`config.mk`:
```
export PLATFORM = sky130hd
export DESIGN_NAME = glitch_pulse_gen
export DESIGN_NICKNAME = d
export VERILOG_FILES = /design/src/rtl/glitch_pkg.sv /design/src/rtl/glitch_trig_sync.sv /design/src/rtl/glitch_pulse_gen.sv
export SDC_FILE = /design/constraint.sdc
export NUM_CORES = 1
export LEC_CHECK = 0
export BUFFER_PORTS_ARGS = -buffer_cell sky130_fd_sc_hd__buf_2
export CAP_MARGIN = 20
export CORE_ASPECT_RATIO = 1.75
export CORE_MARGIN = 2
export CORE_UTILIZATION = 64
export CTS_BUF_LIST = sky130_fd_sc_hd__clkbuf_4 sky130_fd_sc_hd__clkbuf_8 sky130_fd_sc_hd__clkbuf_16
export CTS_CLUSTER_SIZE = 25
export DETAILED_ROUTE_END_ITERATION = 16
export PLACE_DENSITY = 0.86
export SETUP_SLACK_MARGIN = 0.2
export SKIP_LAST_GASP = 1
export SYNTH_ARGS = -nofsm -noshare
export SYNTH_HDL_FRONTEND = slang
export SYNTH_SLANG_ARGS = --single-unit
```
`constraint.sdc`:
```
create_clock -name clk -period 8.6 [get_ports clk]
set_input_delay 1.29 -clock clk [delete_from_list [all_inputs] [get_ports clk]]
set_output_delay 1.29 -clock clk [all_outputs]
set_load 0.02 [all_outputs]
```
`src/rtl/glitch_pkg.sv`:
```
// rtl/glitch_pkg.sv - shared types and constants for the glitch pulse generator
//
// Holds the FSM state encoding, the default parameter widths and the
// trigger filter length used when GLITCH_TRIG_FILTER_EN is defined.

package glitch_pkg;

  localparam int DEF_SYNC_STAGES = 2;
  localparam int DEF_DELAY_W     = 32;
  localparam int DEF_WIDTH_W     = 16;

  // Consecutive high synchronised samples needed before a filtered edge counts.
  localparam int TRIG_FILT_LEN   = 4;

  typedef enum logic [2:0] {
    ST_IDLE  = 3'd0,
    ST_ARMED = 3'd1,
    ST_DELAY = 3'd2,
    ST_PULSE = 3'd3,
    ST_GAP   = 3'd4
  } state_e;

endpackage

```
`src/rtl/glitch_trig_sync.sv`:
```
// rtl/glitch_trig_sync.sv - trigger synchroniser, optional filter and rising-edge detector
//
// Ports:
//   clk         - sysclk
//   rst_n       - active-low reset (already synchronised on deassertion)
//   i_trig      - asynchronous external trigger
//   o_trig_edge - one-cycle strobe on a (filtered) synchronised rising edge
//
// Optional feature: GLITCH_TRIG_FILTER_EN adds a TRIG_FILT_LEN-sample
// all-high filter after the synchroniser, delaying the edge by 3 cycles.

module glitch_trig_sync
  import glitch_pkg::*;
#(
  parameter int SYNC_STAGES = DEF_SYNC_STAGES
) (
  input  logic clk,
  input  logic rst_n,
  input  logic i_trig,
  output logic o_trig_edge
);

  logic [SYNC_STAGES-1:0] sync_q;
  logic                   level;
  logic                   level_prev_q;

  always_ff @(posedge clk or negedge rst_n) begin
    if (!rst_n) begin
      sync_q <= '0;
    end else begin
      sync_q <= {sync_q[SYNC_STAGES-2:0], i_trig};
    end
  end

`ifdef GLITCH_TRIG_FILTER_EN
  // History of the previous synchronised samples; together with the current
  // sample this gives TRIG_FILT_LEN consecutive samples that must all be high.
  logic [TRIG_FILT_LEN-2:0] filt_q;

  always_ff @(posedge clk or negedge rst_n) begin
    if (!rst_n) begin
      filt_q <= '0;
    end else begin
      filt_q <= {filt_q[TRIG_FILT_LEN-3:0], sync_q[SYNC_STAGES-1]};
    end
  end

  assign level = sync_q[SYNC_STAGES-1] & (&filt_q);
`else
  assign level = sync_q[SYNC_STAGES-1];
`endif

  always_ff @(posedge clk or negedge rst_n) begin
    if (!rst_n) begin
      level_prev_q <= 1'b0;
    end else begin
      level_prev_q <= level;
    end
  end

  assign o_trig_edge = level & ~level_prev_q;

endmodule

```
`src/rtl/glitch_pulse_gen.sv`:
```
// rtl/glitch_pulse_gen.sv - triggered burst glitch pulse generator
//
// Ports:
//   clk, reset_n            - sysclk, asynchronous active-low reset
//   i_arm, i_disarm         - one-cycle arm / abort strobes
//   i_trig                  - asynchronous external trigger
//   i_delay                 - cycles from trigger to first pulse
//   i_width, i_gap          - pulse high / low time in cycles (0 acts as 1)
//   i_count                 - pulses per trigger (0 acts as 1)
//   o_glitch                - glitch pulse, straight from a flop
//   o_armed/o_waiting/o_firing - ARMED / DELAY-or-GAP / PULSE status
//   o_done                  - one-cycle strobe on burst completion or abort
//
// Optional feature: GLITCH_TRIG_FILTER_EN (see glitch_trig_sync).

module glitch_pulse_gen
  import glitch_pkg::*;
#(
  parameter int SYNC_STAGES = DEF_SYNC_STAGES,
  parameter int DELAY_W     = DEF_DELAY_W,
  parameter int WIDTH_W     = DEF_WIDTH_W
) (
  input  logic               clk,
  input  logic               reset_n,
  input  logic               i_arm,
  input  logic               i_disarm,
  input  logic               i_trig,
  input  logic [DELAY_W-1:0] i_delay,
  input  logic [WIDTH_W-1:0] i_width,
  input  logic [WIDTH_W-1:0] i_gap,
  input  logic [7:0]         i_count,
  output logic               o_glitch,
  output logic               o_armed,
  output logic               o_waiting,
  output logic               o_firing,
  output logic               o_done
);

  // Reset asserts asynchronously and releases two clocks after reset_n rises.
  logic [1:0] rst_sync_q;
  logic       rst_n_int;

  always_ff @(posedge clk or negedge reset_n) begin
    if (!reset_n) begin
      rst_sync_q <= 2'b00;
    end else begin
      rst_sync_q <= {rst_sync_q[0], 1'b1};
    end
  end

  assign rst_n_int = rst_sync_q[1];

  logic trig_edge;

  glitch_trig_sync #(
    .SYNC_STAGES (SYNC_STAGES)
  ) u_trig_sync (
    .clk         (clk),
    .rst_n       (rst_n_int),
    .i_trig      (i_trig),
    .o_trig_edge (trig_edge)
  );

  state_e             state_q, state_d;
  logic [DELAY_W-1:0] delay_sh_q, delay_sh_d;
  logic [WIDTH_W-1:0] width_sh_q, width_sh_d;
  logic [WIDTH_W-1:0] gap_sh_q, gap_sh_d;
  logic [7:0]         count_sh_q, count_sh_d;
  logic [DELAY_W-1:0] dly_cnt_q, dly_cnt_d;
  logic [WIDTH_W-1:0] tm_cnt_q, tm_cnt_d;
  logic [7:0]         left_q, left_d;
  logic               done_d;
  logic               glitch_q, armed_q, waiting_q, firing_q, done_q;

  // Counters run down to 0, so a phase of N cycles loads N-1; 0 and 1 both load 0.
  logic [WIDTH_W-1:0] width_term, gap_term;
  logic [7:0]         count_term;

  assign width_term = (width_sh_q == '0) ? '0 : width_sh_q - WIDTH_W'(1);
  assign gap_term   = (gap_sh_q   == '0) ? '0 : gap_sh_q   - WIDTH_W'(1);
  assign count_term = (count_sh_q == '0) ? '0 : count_sh_q - 8'd1;

  always_comb begin
    state_d    = state_q;
    delay_sh_d = delay_sh_q;
    width_sh_d = width_sh_q;
    gap_sh_d   = gap_sh_q;
    count_sh_d = count_sh_q;
    dly_cnt_d  = dly_cnt_q;
    tm_cnt_d   = tm_cnt_q;
    left_d     = left_q;
    done_d     = 1'b0;

    // Abort takes priority over any trigger or counter expiry this cycle.
    if (state_q != ST_IDLE && i_disarm) begin
      state_d = ST_IDLE;
      done_d  = 1'b1;
    end else begin
      unique case (state_q)
        ST_IDLE: begin
          if (i_arm) begin
            delay_sh_d = i_delay;
            width_sh_d = i_width;
            gap_sh_d   = i_gap;
            count_sh_d = i_count;
            state_d    = ST_ARMED;
          end
        end
        ST_ARMED: begin
          if (trig_edge) begin
            state_d   = ST_DELAY;
            dly_cnt_d = delay_sh_q;
            left_d    = count_term;
          end
        end
        ST_DELAY: begin
          if (dly_cnt_q == '0) begin
            state_d  = ST_PULSE;
            tm_cnt_d = width_term;
          end else begin
            dly_cnt_d = dly_cnt_q - DELAY_W'(1);
          end
        end
        ST_PULSE: begin
          if (tm_cnt_q == '0) begin
            if (left_q == '0) begin
              state_d = ST_IDLE;
              done_d  = 1'b1;
            end else begin
              state_d  = ST_GAP;
              left_d   = left_q - 8'd1;
              tm_cnt_d = gap_term;
            end
          end else begin
            tm_cnt_d = tm_cnt_q - WIDTH_W'(1);
          end
        end
        ST_GAP: begin
          if (tm_cnt_q == '0) begin
            state_d  = ST_PULSE;
            tm_cnt_d = width_term;
          end else begin
            tm_cnt_d = tm_cnt_q - WIDTH_W'(1);
          end
        end
        default: state_d = ST_IDLE;
      endcase
    end
  end

  // Outputs are decoded from the next state so they change on the same edge
  // as the state and come straight out of flops.
  always_ff @(posedge clk or negedge rst_n_int) begin
    if (!rst_n_int) begin
      state_q    <= ST_IDLE;
      delay_sh_q <= '0;
      width_sh_q <= '0;
      gap_sh_q   <= '0;
      count_sh_q <= '0;
      dly_cnt_q  <= '0;
      tm_cnt_q   <= '0;
      left_q     <= '0;
      glitch_q   <= 1'b0;
      armed_q    <= 1'b0;
      waiting_q  <= 1'b0;
      firing_q   <= 1'b0;
      done_q     <= 1'b0;
    end else begin
      state_q    <= state_d;
      delay_sh_q <= delay_sh_d;
      width_sh_q <= width_sh_d;
      gap_sh_q   <= gap_sh_d;
      count_sh_q <= count_sh_d;
      dly_cnt_q  <= dly_cnt_d;
      tm_cnt_q   <= tm_cnt_d;
      left_q     <= left_d;
      glitch_q   <= (state_d == ST_PULSE);
      armed_q    <= (state_d == ST_ARMED);
      waiting_q  <= (state_d == ST_DELAY) || (state_d == ST_GAP);
      firing_q   <= (state_d == ST_PULSE);
      done_q     <= done_d;
    end
  end

  assign o_glitch  = glitch_q;
  assign o_armed   = armed_q;
  assign o_waiting = waiting_q;
  assign o_firing  = firing_q;
  assign o_done    = done_q;

endmodule

```
---- After elaboration in Yosys (flattened, before gate mapping) ----
Cells that the tools add are included.
word-level totals
  register bits after elaboration ......... 140
  output and inout bits ................... 5
  bits of input ports ..................... 77
  logic and storage cells ................. 82
operators by class
  muxes and demuxes ....................... 27
  equal/unequal tests ..................... 14
  reduce and logical (&&, ||, !) cells .... 17
  bitwise gates (word level) .............. 3
  $add $sub $neg .......................... 6
operators by type and width
  cell                     number
  $mux W16                 6
  $mux W32                 2
  $pmux W32 S2             1
  $logic_not A16 Y1        3
  $pmux W16 S3             1
  $sub A16 B1 Y16 const B  3
  $logic_not A32 Y1        1
  $mux W8                  4
  $sub A32 B1 Y32 const B  1
  $mux W3                  7
  $logic_not A8 Y1         2
  $pmux W8 S2              1
  $sub A8 B1 Y8 const B    2
  $pmux W3 S5              1
  $eq A3 B2 Y1 const B     4
  $ne A2 B2 Y1 const B     5
  $reduce_and A4 Y1        2
  $eq A3 B1 Y1 const B     2
  $eq A3 B3 Y1 const B     2
  $reduce_bool A3 Y1       2
  $reduce_and A5 Y1        1
  $mux W1                  4
  $reduce_bool A2 Y1       2
  $logic_not A3 Y1         1
  6 further kinds          7

---- Longest topological paths before layout ----
Gate-level depths: netlist of run 1.
  word-level depth ........................ 7
  depth in mapped cells ................... 12
  mapped depth without buffers ............ 9

---- By module ----
A second synthesis of run 1 with hierarchy kept.
unflattened totals
  cells, all modules ...................... 778
  area, all modules ....................... 7552.2 µm²
modules (own cells, without submodules)
  module            cells an instance  times used  sequential area each (µm²)  area each (µm²)
  glitch_pulse_gen  774                1           3428.3                      7463.4
  glitch_trig_sync  4                  1           75.1                        88.8

---- Worst setup path before layout of run 1 ----
OpenSTA, ideal clock, no wires.
  path kind ............................... input to register
  from .................................... input i_disarm
  to ...................................... register dly_cnt_q[10]
  stages .................................. 8
  path buffers ............................ 2
  data arrival time ....................... 2.891 ns
  slack ................................... 5.574 ns
  required time ........................... 8.465 ns
  setup time .............................. 0.135 ns
  cells stage by stage .................... clkbuf_1 or2_2 o32ai_1 a211oi_2 inv_1 nand2_1 clkbuf_1 o21ai_0
on the way
  longest elaborated chain between the ends .. 3
RTL lines
  item                                RTL line                 RTL
  from (decl)                         glitch_pulse_gen.sv:26   input logic i_disarm,
  $logic_and A1 B1 Y1                 glitch_pulse_gen.sv:95   if (state_q != ST_IDLE && i_disarm) begin
  $not A1 Y1 (no source line)         n/a
  $reduce_and A4 Y1 (no source line)  n/a
  to (signal assigned)                glitch_pulse_gen.sv:174  dly_cnt_q <= dly_cnt_d;
  to (decl)                           glitch_pulse_gen.sv:69   logic [DELAY_W-1:0] dly_cnt_q, dly_cnt_d;
Every way passes these cells.
A chain may end at the register's enable or synchronous reset.

==> results of run 1 <==
stage by stage:
step / worst slack [ns] / instances / hold slack [ns] / util (%) / total power, uW
after floorplan: 4.41 / 799 / 0.331 / - / 2150
after global placement: 4.77 / 971 / 0.340 / 69.2 / 2420
after detailed placement: 4.62 / 971 / 0.356 / 69.2 / 2500
after CTS: 4.65 / 1003 / 0.374 / 74.5 / 3260
after global routing: 4.30 / 1005 / 0.377 / 75.0 / 3490
final: 4.52 / 1005 / 0.370 / 75.0 / 3300
layout make-up:
type / instances / area share [%]
clock buffer: 21 / 5.50
sequential: 140 / 40.2
inverter: 18 / 0.774
multi-input combinational: 593 / 44.5
timing repair buffer: 87 / 5.62
tap: 135 / 1.93
clock inverter: 11 / 1.50
critical path, delay by kind of cell (launching register included):
family,cells,cell delay (ns)
muxes,1,0.36
AOI/OAI and AO/OA,2,0.94
buffers and inverters,2,0.65
and+or+nand+nor,3,1.55
DFF,1,0.45
layout by cell type (no fill, tap or decap), types with 4 or more instances in the layout:
| cell | netlist | routed |
|---|---|---|
| or3b_2 | 4 | 4 |
| or2_2 | 5 | 5 |
| clkbuf_16 | 0 | 17 |
| nor4_1 | 16 | 16 |
| a211oi_1 | 4 | 4 |
| or3_1 | 11 | 11 |
| o31ai_1 | 14 | 14 |
| ha_1 | 10 | 10 |
| mux2_2 | 66 | 66 |
| o32ai_1 | 7 | 7 |
| buf_2 | 6 | 81 |
| inv_1 | 18 | 18 |
| nor3_1 | 29 | 29 |
| buf_4 | 2 | 4 |
| nand4_1 | 11 | 11 |
| a21oi_1 | 78 | 78 |
| o21ai_0 | 75 | 75 |
| dfrtp_1 | 140 | 139 |
| o22ai_1 | 17 | 17 |
| a221oi_1 | 5 | 5 |
| or4_1 | 12 | 12 |
| nand2_1 | 53 | 53 |
| nand2b_1 | 7 | 7 |
| nand3b_1 | 5 | 5 |
| nor2_1 | 57 | 56 |
| xor2_1 | 17 | 17 |
| a31oi_1 | 12 | 12 |
| clkbuf_8 | 0 | 4 |
| xnor2_1 | 11 | 11 |
| nand3_1 | 13 | 13 |
power by group through the flow:
stage / registers (uW) / clock network [uW] / logic (uW)
final: 1320 / 747 / 1230
after global routing: 1360 / 786 / 1340
after CTS: 1310 / 753 / 1200
after detailed placement: 1310 / 0 / 1190
after global placement: 1290 / 0 / 1140
after floorplan: 1210 / 0 / 944
sequential cells by signal, indices dropped and copies added, names as in the netlist, 2 cells and up:
signal and flops:
delay_sh_q 32, dly_cnt_q 32, gap_sh_q 16, tm_cnt_q 16
width_sh_q 16, count_sh_q 8, left_q 8, state_q 3
rst_sync_q 2, u_trig_sync.sync_q 2
logic make-up after synthesis:
logic type      after synthesis  synth area share [%]
other cells                   1                0.0490
xor+xnor                     28                  3.20
mux                          68                  9.97
compound gates              239                  18.6
buf+inv                      66                  3.63
flops                       140                  45.8
simple gates                247                  17.1
fa+ha+maj                    10                  1.63
final timing paths:
| kind | from | cells past startpoint | endpoint | slack, ns |
|---|---|---|---|---|
| hold / removal | rst_sync_q[0]$_DFF_PN0_ | 0 | rst_sync_q[1]$_DFF_PN0_ | 0.37 |
| setup / recovery | tm_cnt_q[12]$_DFFE_PN0P_ | 8 | dly_cnt_q[24]$_DFFE_PN0P_ | 4.52 |
| max in group asynchronous | rst_sync_q[1]$_DFF_PN0_ | 2 | left_q[7]$_DFFE_PN0P_ | 7.04 |
| min in group asynchronous | rst_sync_q[1]$_DFF_PN0_ | 0 | gap_sh_q[13]$_DFFE_PN0P_ | 0.39 |
| setup reg to reg | tm_cnt_q[12]$_DFFE_PN0P_ | 8 | dly_cnt_q[24]$_DFFE_PN0P_ | 4.52 |
| hold reg to reg | rst_sync_q[0]$_DFF_PN0_ | 0 | rst_sync_q[1]$_DFF_PN0_ | 0.37 |
metal layers:
layer  global-route usage (%)  vias to the layer above  share of wire [%]
met1                     34.1                     3306                 35
met3                     6.60                       93                6.4
met2                     55.5                      363                 53
li1                         -                     3079                  -
met5                        0                        -                  0
met4                     19.8                        0                5.6
==> reports/results.txt, run 1 <==
PD cells: 378 nW/um2
Internal: 1970 uW
Arr. time, crit path: 4.39 ns
port bufs: 81
total I/O pin count: 82
routed len/inst: 20.1 um
Synth warnings: 0
status: completed
clock buffer count from CTS: 17
crit path kind: flip-flop to flip-flop
RSZ-0062 raised after global routing: no
hold buffer count at CTS: 0
total placed instance area: 8060 um2
DR vias/cell: 6.81
vias in the first global route: 6,872
Worst-path clk slew: 0.06 ns
Pre-antenna DRT Iters: 8
ANT nets after route: 0
Setup crit end kind: flip-flop
root buf cell: clkbuf_16
Mean Syn Cell Area: 9.58 um2
Setup crit start kind: flip-flop
Slowest-stage cell, CP: o221a_2
Post-synth top cells: 140 x dfrtp_1, 78 x a21oi_1, 75 x o21ai_0
sequential cell area: 3510 um2
final hold vios: 0
synth top area cells: dfrtp_1 46%, mux2_2 9.7%, a21oi_1 5.1%
fin crit share: 47.4%
die area: 12,900 um2
final wirelength: 20.2 mm
largest net degree at the start of global routing: 81
Vias: 6,841
Clock Skews: 0.00943 ns
Yosys cell types: 63
Setup Total Neg Slack: 0 ns
cell area after layout: 8730 um2
MaxCap Viol Count: 0
Initial Util: 65.7%
layout net count: 944
Final Max Slew Viols: 0
CP max FO: 25
CP cell instances: nor4_1 > nand4_1 > a2bb2oi_1 > o221a_2 > inv_1 > nor2_1 > buf_4 > mux2_2
final critical-path required period: 4.08 ns
number of flops mapped to enable cells by yosys: 0
initial antenna violation count: 0
footprint of the multi-input gates: 3880 um2
drt initial violations: 679
static leakage: 0.00357 uW
postcts setup bufs: 0
register area share after synthesis: 45.8%
Die W: 86.7 um
clock share of power: 22.7%
pin slew with the least headroom to its limit: 1.02 ns
Syn Std Cell Area: 7650 um2
routability cong.: 0.961
TritonCTS clock tree: built
post-CTS resize count: 0
layout cell share with drive strength beyond 1: 24.0%
async set-reset flop share out of synthesis: 100%
total gr overflow: 0
DP HPWL: 14.0 mm
ys flop type: dfrtp_1
fmax: 245 MHz
die height: 149 um
count of final setup violators: 0
Longest Clk Path Bufs: 2
# clock sinks: 140
FILL cells: 824
worst rel slew slack: 31.6%
cell count after synthesis: 799
syn_nets: 886
Seq pwr share: 40.2%
#FFs+latches synth: 140
Skew-Pair Late Insertion Delay: 0.42 ns
combinational share of power: 37.2%
Antenna diodes: 0
Req. time, crit path: 8.91 ns
Total GRT Usage: 31.7%
FP Rows: 52
top cell type's share of synthesized area: 45.8%
switching power: 1330 uW
hold crit path type: flip-flop to flip-flop
CP max stage delay: 0.60 ns
maximum VDD drop: 243 uV
P&R area growth vs syn: 14.1%
residual DRC count: 0
switching part of the total: 40.2%
first-pass GRT wire length: 32.1 mm
Synth area leader: dfrtp_1
top-count cell post-synth: dfrtp_1
Core Box Area: 11,600 um2
H-tree depth: 4
No activity file was read; power rests on OpenSTA's default activity.
==> inputs of run 2 (changes only) <==
--- a/config.mk
+++ b/config.mk
@@ -5,15 +5,16 @@
 export SDC_FILE = /design/constraint.sdc
 export NUM_CORES = 1
 export LEC_CHECK = 0
+export ABC_AREA = 1
 export BUFFER_PORTS_ARGS = -buffer_cell sky130_fd_sc_hd__buf_2
 export CAP_MARGIN = 20
 export CORE_ASPECT_RATIO = 1.75
 export CORE_MARGIN = 2
-export CORE_UTILIZATION = 64
+export CORE_UTILIZATION = 54
 export CTS_BUF_LIST = sky130_fd_sc_hd__clkbuf_4 sky130_fd_sc_hd__clkbuf_8 sky130_fd_sc_hd__clkbuf_16
 export CTS_CLUSTER_SIZE = 25
 export DETAILED_ROUTE_END_ITERATION = 16
-export PLACE_DENSITY = 0.86
+export PLACE_DENSITY = 0.77
 export SETUP_SLACK_MARGIN = 0.2
 export SKIP_LAST_GASP = 1
 export SYNTH_ARGS = -nofsm -noshare
==> constraint.sdc (replaced) <==
create_clock -name clk -period 3.4 [get_ports clk]
set_input_delay 0.51 -clock clk [delete_from_list [all_inputs] [get_ports clk]]
set_output_delay 0.51 -clock clk [all_outputs]
set_load 0.02 [all_outputs]
==> run 2 against run 1 <==
- clock power rose to 2.6 times the previous value
- sequential share of layout area down 3.0 points
- clock skew up 0.00054 ns
- first-iteration DRC count down 50%
- die area up 27%
- sequential power up 140%
- area after synthesis up 7.8%
- count of clock-buffer cells in the layout down 1
- final cell count up 37%
- critical path depth up 2
==> reports/results.txt, run 2 <==
layout cell share with drive strength beyond 1: 16.0% (-8.0 points)
Initial Util: 55.3% (-10 points)
post-route setup slack: 0.989 ns (-3.53 ns)
status: completed
die area: 16,300 um2 (+27%)
total gr overflow: 0 (unchanged)
grt met3 use: 3.76% (-2.8 points)
final wirelength: 21.1 mm (+4.5%)
Critical R2R Capture: dly_cnt_q[8]$_DFFE_PN0P_
Largest regs: delay_sh_q x32, dly_cnt_q x32
Clock Skews: 0.00998 ns (+0.000542 ns)
hold crit path type: primary input to flip-flop
maximum VDD drop: 398 uV (+64%)
Mean Syn Cell Area: 7.45 um2 (-22%)
Core Box Area: 14,900 um2 (+28%)
vias in the first global route: 7,591 (+10%)
FP Rows: 59 (+13%)
Setup crit start kind: flip-flop
# clock sinks: 140 (unchanged)
worst r2r src: dly_cnt_q[0]$_DFFE_PN0P_
postcts setup bufs: 0 (unchanged)
Hold Path End: u_trig_sync.sync_q[0]$_DFF_PN0_
hold wc startpoint: i_trig
gr busiest metal: met2
P&R area growth vs syn: 14.4%
DP HPWL: 15.7 mm (+12%)
cell count after synthesis: 1,108 (+39%)
Final Max Slew Viols: 0 (unchanged)
drt initial violations: 341 (-50%)
Req. time, crit path: 3.71 ns (-5.20 ns)
largest net degree at the start of global routing: 74 (-8.6%)
Post-synth top cells: 249 x nand2_1, 195 x nor2_1, 140 x dfrtp_1
PD cells: 932 nW/um2 (+150%)
syn_nets: 1,195 (+35%)
TritonCTS clock tree: built
Yosys cell types: 43 (-32%)
initial antenna violation count: 0 (unchanged)
ANT nets after route: 0 (unchanged)
Antenna diodes: 0 (unchanged)
async set-reset flop share out of synthesis: 100% (unchanged)
met1 Use GR: 26.4% (-7.7 points)
die height: 168 um (+13%)
ys flop type: dfrtp_1
Total GRT Usage: 26.6% (-5.1 points)
static leakage: 0.00458 uW (+28%)
grt met2 use: 51.2% (-4.3 points)
first-pass GRT wire length: 34.7 mm (+8.0%)
CP max FO: 21 (-16%)
count of final setup violators: 0 (unchanged)
routability cong.: 0.978 (+1.8%)
worst slack at placement: 0.989 ns (-3.63 ns)
Worst-path clk slew: 0.06 ns (about the same)
residual DRC count: 0 (unchanged)
root buf cell: clkbuf_16
reg2reg setup slack: 0.99 ns (-3.53 ns)
top-count cell post-synth: nand2_1
crit path kind: flip-flop to flip-flop
synth top area cells: dfrtp_1 42%, nand2_1 11%, nor2_1 8.9%
most frequent cells in the layout: 249 x nand2_1, 195 x nor2_1, 139 x dfrtp_1, 113 x inv_1, 81 x buf_2
fin crit share: 70.9% (+23 points)
Setup crit end kind: flip-flop
Synth area leader: dfrtp_1
Skew-Pair Late Insertion Delay: 0.42 ns (about the same)
pin slew with the least headroom to its limit: 1.05 ns (+0.0267 ns)
fmax: 415 MHz (+69%)
Final Power: 8790 uW (+170%)
MaxCap Viol Count: 0 (unchanged)
Vias: 7,520 (+9.9%)
clock buffer count from CTS: 17 (unchanged)
top cell type's share of synthesized area: 42.5% (-3.3 points)
hold_ws: 0.204 ns (-0.167 ns)
hold buffer count at CTS: 1 (+1)
Setup Total Neg Slack: 0 ns (unchanged)
#FFs+latches synth: 140 (unchanged)
post-CTS resize count: 0 (unchanged)
layout net count: 1,272 (+35%)
H-tree depth: 4 (unchanged)
Synth warnings: 0 (unchanged)
worst reg-to-reg path cell count: 10 (+2)
Longest Clk Path Bufs: 2 (unchanged)
RSZ-0062 raised after global routing: no
register area share after synthesis: 42.5% (-3.3 points)
Arr. time, crit path: 2.72 ns (-1.67 ns)
DR vias/cell: 5.45 (-20%)
final critical-path required period: 2.41 ns (-1.67 ns)
final hold vios: 0 (unchanged)
routed len/inst: 15.3 um (-24%)
commonest non-fill, non-tap cell in the layout: nand2_1
total I/O pin count: 82 (unchanged)
worst rel slew slack: 29.6% (-2.0 points)
Pre-antenna DRT Iters: 5 (-3)
number of flops mapped to enable cells by yosys: 0 (unchanged)
Syn Std Cell Area: 8250 um2 (+7.8%)
hold path depth: 1 (+1)
Die W: 97.4 um (+12%)
port bufs: 81 (unchanged)
run 2: power breakdown:
part / internal (uW) / total [uW] / switching [uW] / leakage (uW)
combinational: 1350 / 3700 / 2350 / 0.00264
clock: 1200 / 1950 / 753 / 0.000302
sequential: 2470 / 3140 / 676 / 0.00164
total: 5010 / 8790 / 3780 / 0.00458
run 2: kinds of logic (layout without fill, tap and decap cells):
group / Yosys count / after routing / share of synthesized area [%]
xor gates and xnor gates: 40 / 40 / 4.25
adders and majority gates: 10 / 10 / 1.52
DFF: 140 / 140 / 42.5
muxes: 29 / 29 / 3.96
buffers and inverters: 155 / 245 / 7.64
other: 1 / 1 / 0.0455
AOI/OAI and AO/OA: 162 / 162 / 10.7
and+or+nand+nor: 571 / 571 / 29.4
run 2: critical path, cell delays in order (launching register included):
cell and delay (ns):
dfrtp_1 0.37, inv_1 0.11, ha_1 0.19, nand3_1 0.16, nor2_4 0.28, nand3_4 0.14, nor2_8 0.14, nor2_1 0.06
nand2_1 0.57, nor2_1 0.09, o21a_1 0.19
run 2: metal layers:
layer	vias to the layer above	wire (um)	part of all wire, %
li1	3716	-	-
met4	0	1230	5.8
met1	3558	7570	36
met3	71	617	2.9
met5	-	0	0
met2	175	11700	55
run 2: layout make-up:
class | instances | area (um2)
clock buffers | 20 | 454
clock inverters | 12 | 160
fillers | 1363 | 5480
inverters | 123 | 462
multi-input cells | 813 | 4140
flip-flops and latches | 140 | 3510
well taps | 183 | 229
repair buffers | 90 | 488
run 2: metrics by stage:
step | utilization (%) | cells | area [um2]
3_5_place_dp | 59.1 | 1348 | 8810
5_1_grt | 63.3 | 1381 | 9440
3_3_place_gp | 59.1 | 1348 | 8810
4_1_cts | 63.3 | 1381 | 9440
6_report | 63.3 | 1381 | 9440
2_1_floorplan | - | 1108 | 8250
run 2: how the worst max path moves through the flow:
| stage | from | endpoint | slack [ns] |
|---|---|---|---|
| after floorplan | rst_sync_q[1]$_DFF_PN0_ | count_sh_q[0]$_DFFE_PN0P_ | 1.07 |
| after global placement | dly_cnt_q[0]$_DFFE_PN0P_ | dly_cnt_q[8]$_DFFE_PN0P_ | 1.08 |
| after detailed placement | dly_cnt_q[0]$_DFFE_PN0P_ | dly_cnt_q[8]$_DFFE_PN0P_ | 0.99 |
| after CTS | dly_cnt_q[0]$_DFFE_PN0P_ | dly_cnt_q[8]$_DFFE_PN0P_ | 0.98 |
| after global routing | dly_cnt_q[0]$_DFFE_PN0P_ | dly_cnt_q[8]$_DFFE_PN0P_ | 0.77 |
| final | dly_cnt_q[0]$_DFFE_PN0P_ | dly_cnt_q[8]$_DFFE_PN0P_ | 0.99 |
==> inputs of run 3 (changes only) <==
==> constraint.sdc (replaced) <==
create_clock -name clk -period 2.11 [get_ports clk]
set_input_delay 0.3165 -clock clk [delete_from_list [all_inputs] [get_ports clk]]
set_output_delay 0.3165 -clock clk [all_outputs]
set_load 0.02 [all_outputs]
==> run 3 against run 2 <==
- sequential power rose by 58%
- maximum frequency rose by 21%
- combinational power rose by 120%
- worst hold slack got worse by 0.084 ns
- routed wire length rose by 16%
- critical path type unchanged
- critical endpoint is now tm_cnt_q[6]$_DFFE_PN0P_
==> reports/results.txt, run 3 (synthesized netlist as in run 2, its figures left out) <==
status: completed
root buf cell: clkbuf_16
die height: 168 um (unchanged)
largest net degree at the start of global routing: 59 (-20%)
routed len/inst: 16.6 um (+8.4%)
FILL cells: 1,173 (-14%)
sequential cell area: 3510 um2 (unchanged)
H-tree depth: 4 (unchanged)
Total GRT Usage: 29.3% (+2.7 points)
layout net count: 1,368 (+7.5%)
DP HPWL: 17.0 mm (+8.2%)
Arr. time, crit path: 2.31 ns (-0.41 ns)
Vias: 8,175 (+8.7%)
Slowest-stage cell, CP: dfrtp_1
Final Max Slew Viols: 0 (unchanged)
P&R area growth vs syn: 27.5%
CP max stage delay: 0.39 ns (-0.18 ns)
total I/O pin count: 82 (unchanged)
Seq pwr share: 30.1% (-5.6 points)
CP max FO: 7 (-67%)
residual DRC count: 0 (unchanged)
TritonCTS clock tree: built
maximum VDD drop: 722 uV (+81%)
FP Rows: 59 (unchanged)
post-route setup slack: 0.112 ns (-0.877 ns)
Antenna diodes: 0 (unchanged)
worst slack at placement: -0.381 ns (-1.37 ns)
Core Box Area: 14,900 um2 (unchanged)
PD cells: 1570 nW/um2 (+68%)
crit path kind: flip-flop to flip-flop
static leakage: 0.00512 uW (+12%)
Req. time, crit path: 2.42 ns (-1.29 ns)
Die W: 97.4 um (unchanged)
Clock Skews: 0.0105 ns (+0.000528 ns)
Pre-antenna DRT Iters: 5 (unchanged)
clock share of power: 19.8% (-2.4 points)
commonest non-fill, non-tap cell in the layout: nand2_1
hold crit path type: primary input to flip-flop
Final Util: 70.5% (+7.3 points)
met3 WL: 1.16 mm (+88%)
Largest regs: delay_sh_q x32, dly_cnt_q x32
MaxCap Viol Count: 0 (unchanged)
fmax: 501 MHz (+21%)
DR vias/cell: 5.53 (+1.6%)
drt initial violations: 510 (+50%)
switching part of the total: 42.6% (-0.46 points)
combinational share of power: 50.1% (+8.0 points)
CP dominant cell by count: nor2_4
final critical-path required period: 2.00 ns (-0.413 ns)
Skew-Pair Late Insertion Delay: 0.43 ns (about the same)
Longest Clk Path Bufs: 2 (unchanged)
M1 wire length: 8.13 mm (+7.4%)
CP cell instances: inv_2 > ha_4 > nand3_4 > nor2_4 > nand3_4 > nor2_8 > buf_6 > nor2_4 > nor2_4 > buf_6 > o21ai_2 > nor2_1 > nor2_1
fin crit share: 94.7% (+24 points)
Setup crit start kind: flip-flop
Setup Total Neg Slack: 0 ns (unchanged)
count of final setup violators: 0 (unchanged)
Worst-path clk slew: 0.07 ns (about the same)
port bufs: 81 (unchanged)
Initial Util: 55.3% (unchanged)
Internal: 9460 uW (+89%)
first-pass GRT wire length: 38.1 mm (+10%)
clock buffer count from CTS: 17 (unchanged)
most frequent cells in the layout: 238 x nand2_1, 174 x nor2_1, 139 x dfrtp_1, 108 x inv_1, 83 x buf_2
routability cong.: 0.968 (-1.0%)
hold_ws: 0.119 ns (-0.0843 ns)
DR top layer: met4
final hold vios: 0 (unchanged)
met2 WL: 13.5 mm (+16%)
cell area after layout: 10,500 um2 (+11%)
Setup crit end kind: flip-flop
RSZ-0062 raised after global routing: yes
footprint of the multi-input gates: 4330 um2 (+4.8%)
total placed instance area: 9360 um2 (+6.2%)
ANT nets after route: 0 (unchanged)
layout cell share with drive strength beyond 1: 25.7% (+9.7 points)
final wirelength: 24.5 mm (+16%)
vias in the first global route: 8,160 (+7.5%)
# clock sinks: 140 (unchanged)
initial antenna violation count: 0 (unchanged)
die area: 16,300 um2 (unchanged)
switching power: 7010 uW (+85%)
total gr overflow: 0 (unchanged)
[run 3: cell count changes in the layout (fill, tap and decap cells not counted), sizes merged]
cell         before  now
clkbuf           20   21
inv             126  123
bufinv            3    4
clkinv            5    4
dlygate4sd3       1    2
buf              89  181
nor3              7    8
clkinvlp          1    5
[run 3: worst paths after layout]
path                                     startpoint                         end  slack (ns)  cells after the start
max in group asynchronous   rst_sync_q[1]$_DFF_PN0_   dly_cnt_q[15]$_DFFE_PN0P_        1.39                      1
max reg2reg                dly_cnt_q[0]$_DFFE_PN0P_     tm_cnt_q[6]$_DFFE_PN0P_        0.11                     13
min reg2reg                 rst_sync_q[1]$_DFF_PN0_   count_sh_q[5]$_DFFE_PN0P_        0.15                      0
max                        dly_cnt_q[0]$_DFFE_PN0P_     tm_cnt_q[6]$_DFFE_PN0P_        0.11                     13
min                                     i_delay[19]  delay_sh_q[19]$_DFFE_PN0P_        0.12                      2
min in group asynchronous   rst_sync_q[1]$_DFF_PN0_   count_sh_q[5]$_DFFE_PN0P_        0.15                      0
[run 3: final cells by class]
| type | count | share of cell area [%] |
|---|---|---|
| Multi-Input combinational cell | 814 | 41.2 |
| Sequential cell | 140 | 33.3 |
| Timing Repair Buffer | 184 | 12.7 |
| Inverter | 123 | 4.52 |
| Clock buffer | 20 | 4.26 |
| Tap cell | 183 | 2.18 |
| Clock inverter | 12 | 1.77 |
| Timing Repair inverter | 1 | 0.0714 |
[run 3: power groups by stage]
stage               registers [uW]  clock network [uW]  logic (uW)
global route                  5090                3410        9020
CTS                           4910                3280        7440
finish                        4960                3260        8260
global placement              4890                   0        6830
floorplan                     4780                   0        4670
detailed placement            4910                   0        7020
[run 3: timing repair]
action / 4_1_cts / 5_1_grt
resized for setup: 18 / 71
setup buffers: 6 / 13
hold buffers: 2 / 0
hold endpoints to repair: 3 / 0
gates cloned: 2 / 4
setup endpoints to repair: 55 / 58
pin swaps: 5 / 19
[run 3: routing by layer]
metal / GRT usage [%] / vias up
met5: 0 / -
met4: 19.8 / 0
met3: 4.01 / 105
met2: 55.4 / 333
met1: 29.0 / 3820
li1: - / 3917
[run 3: metrics by stage]
step	total power, uW	cells
3_3_place_gp	11700	1418
4_1_cts	15600	1460
2_1_floorplan	9460	1108
5_1_grt	17500	1477
3_5_place_dp	11900	1418
6_report	16500	1477
[run 3: critical path: cells and delay by family (launching register included)]
kind            cells  cell delay [ns]
fa+ha+maj           1             0.19
simple gates        8             0.87
compound gates      1             0.05
buf+inv             3             0.40
flops               1             0.39
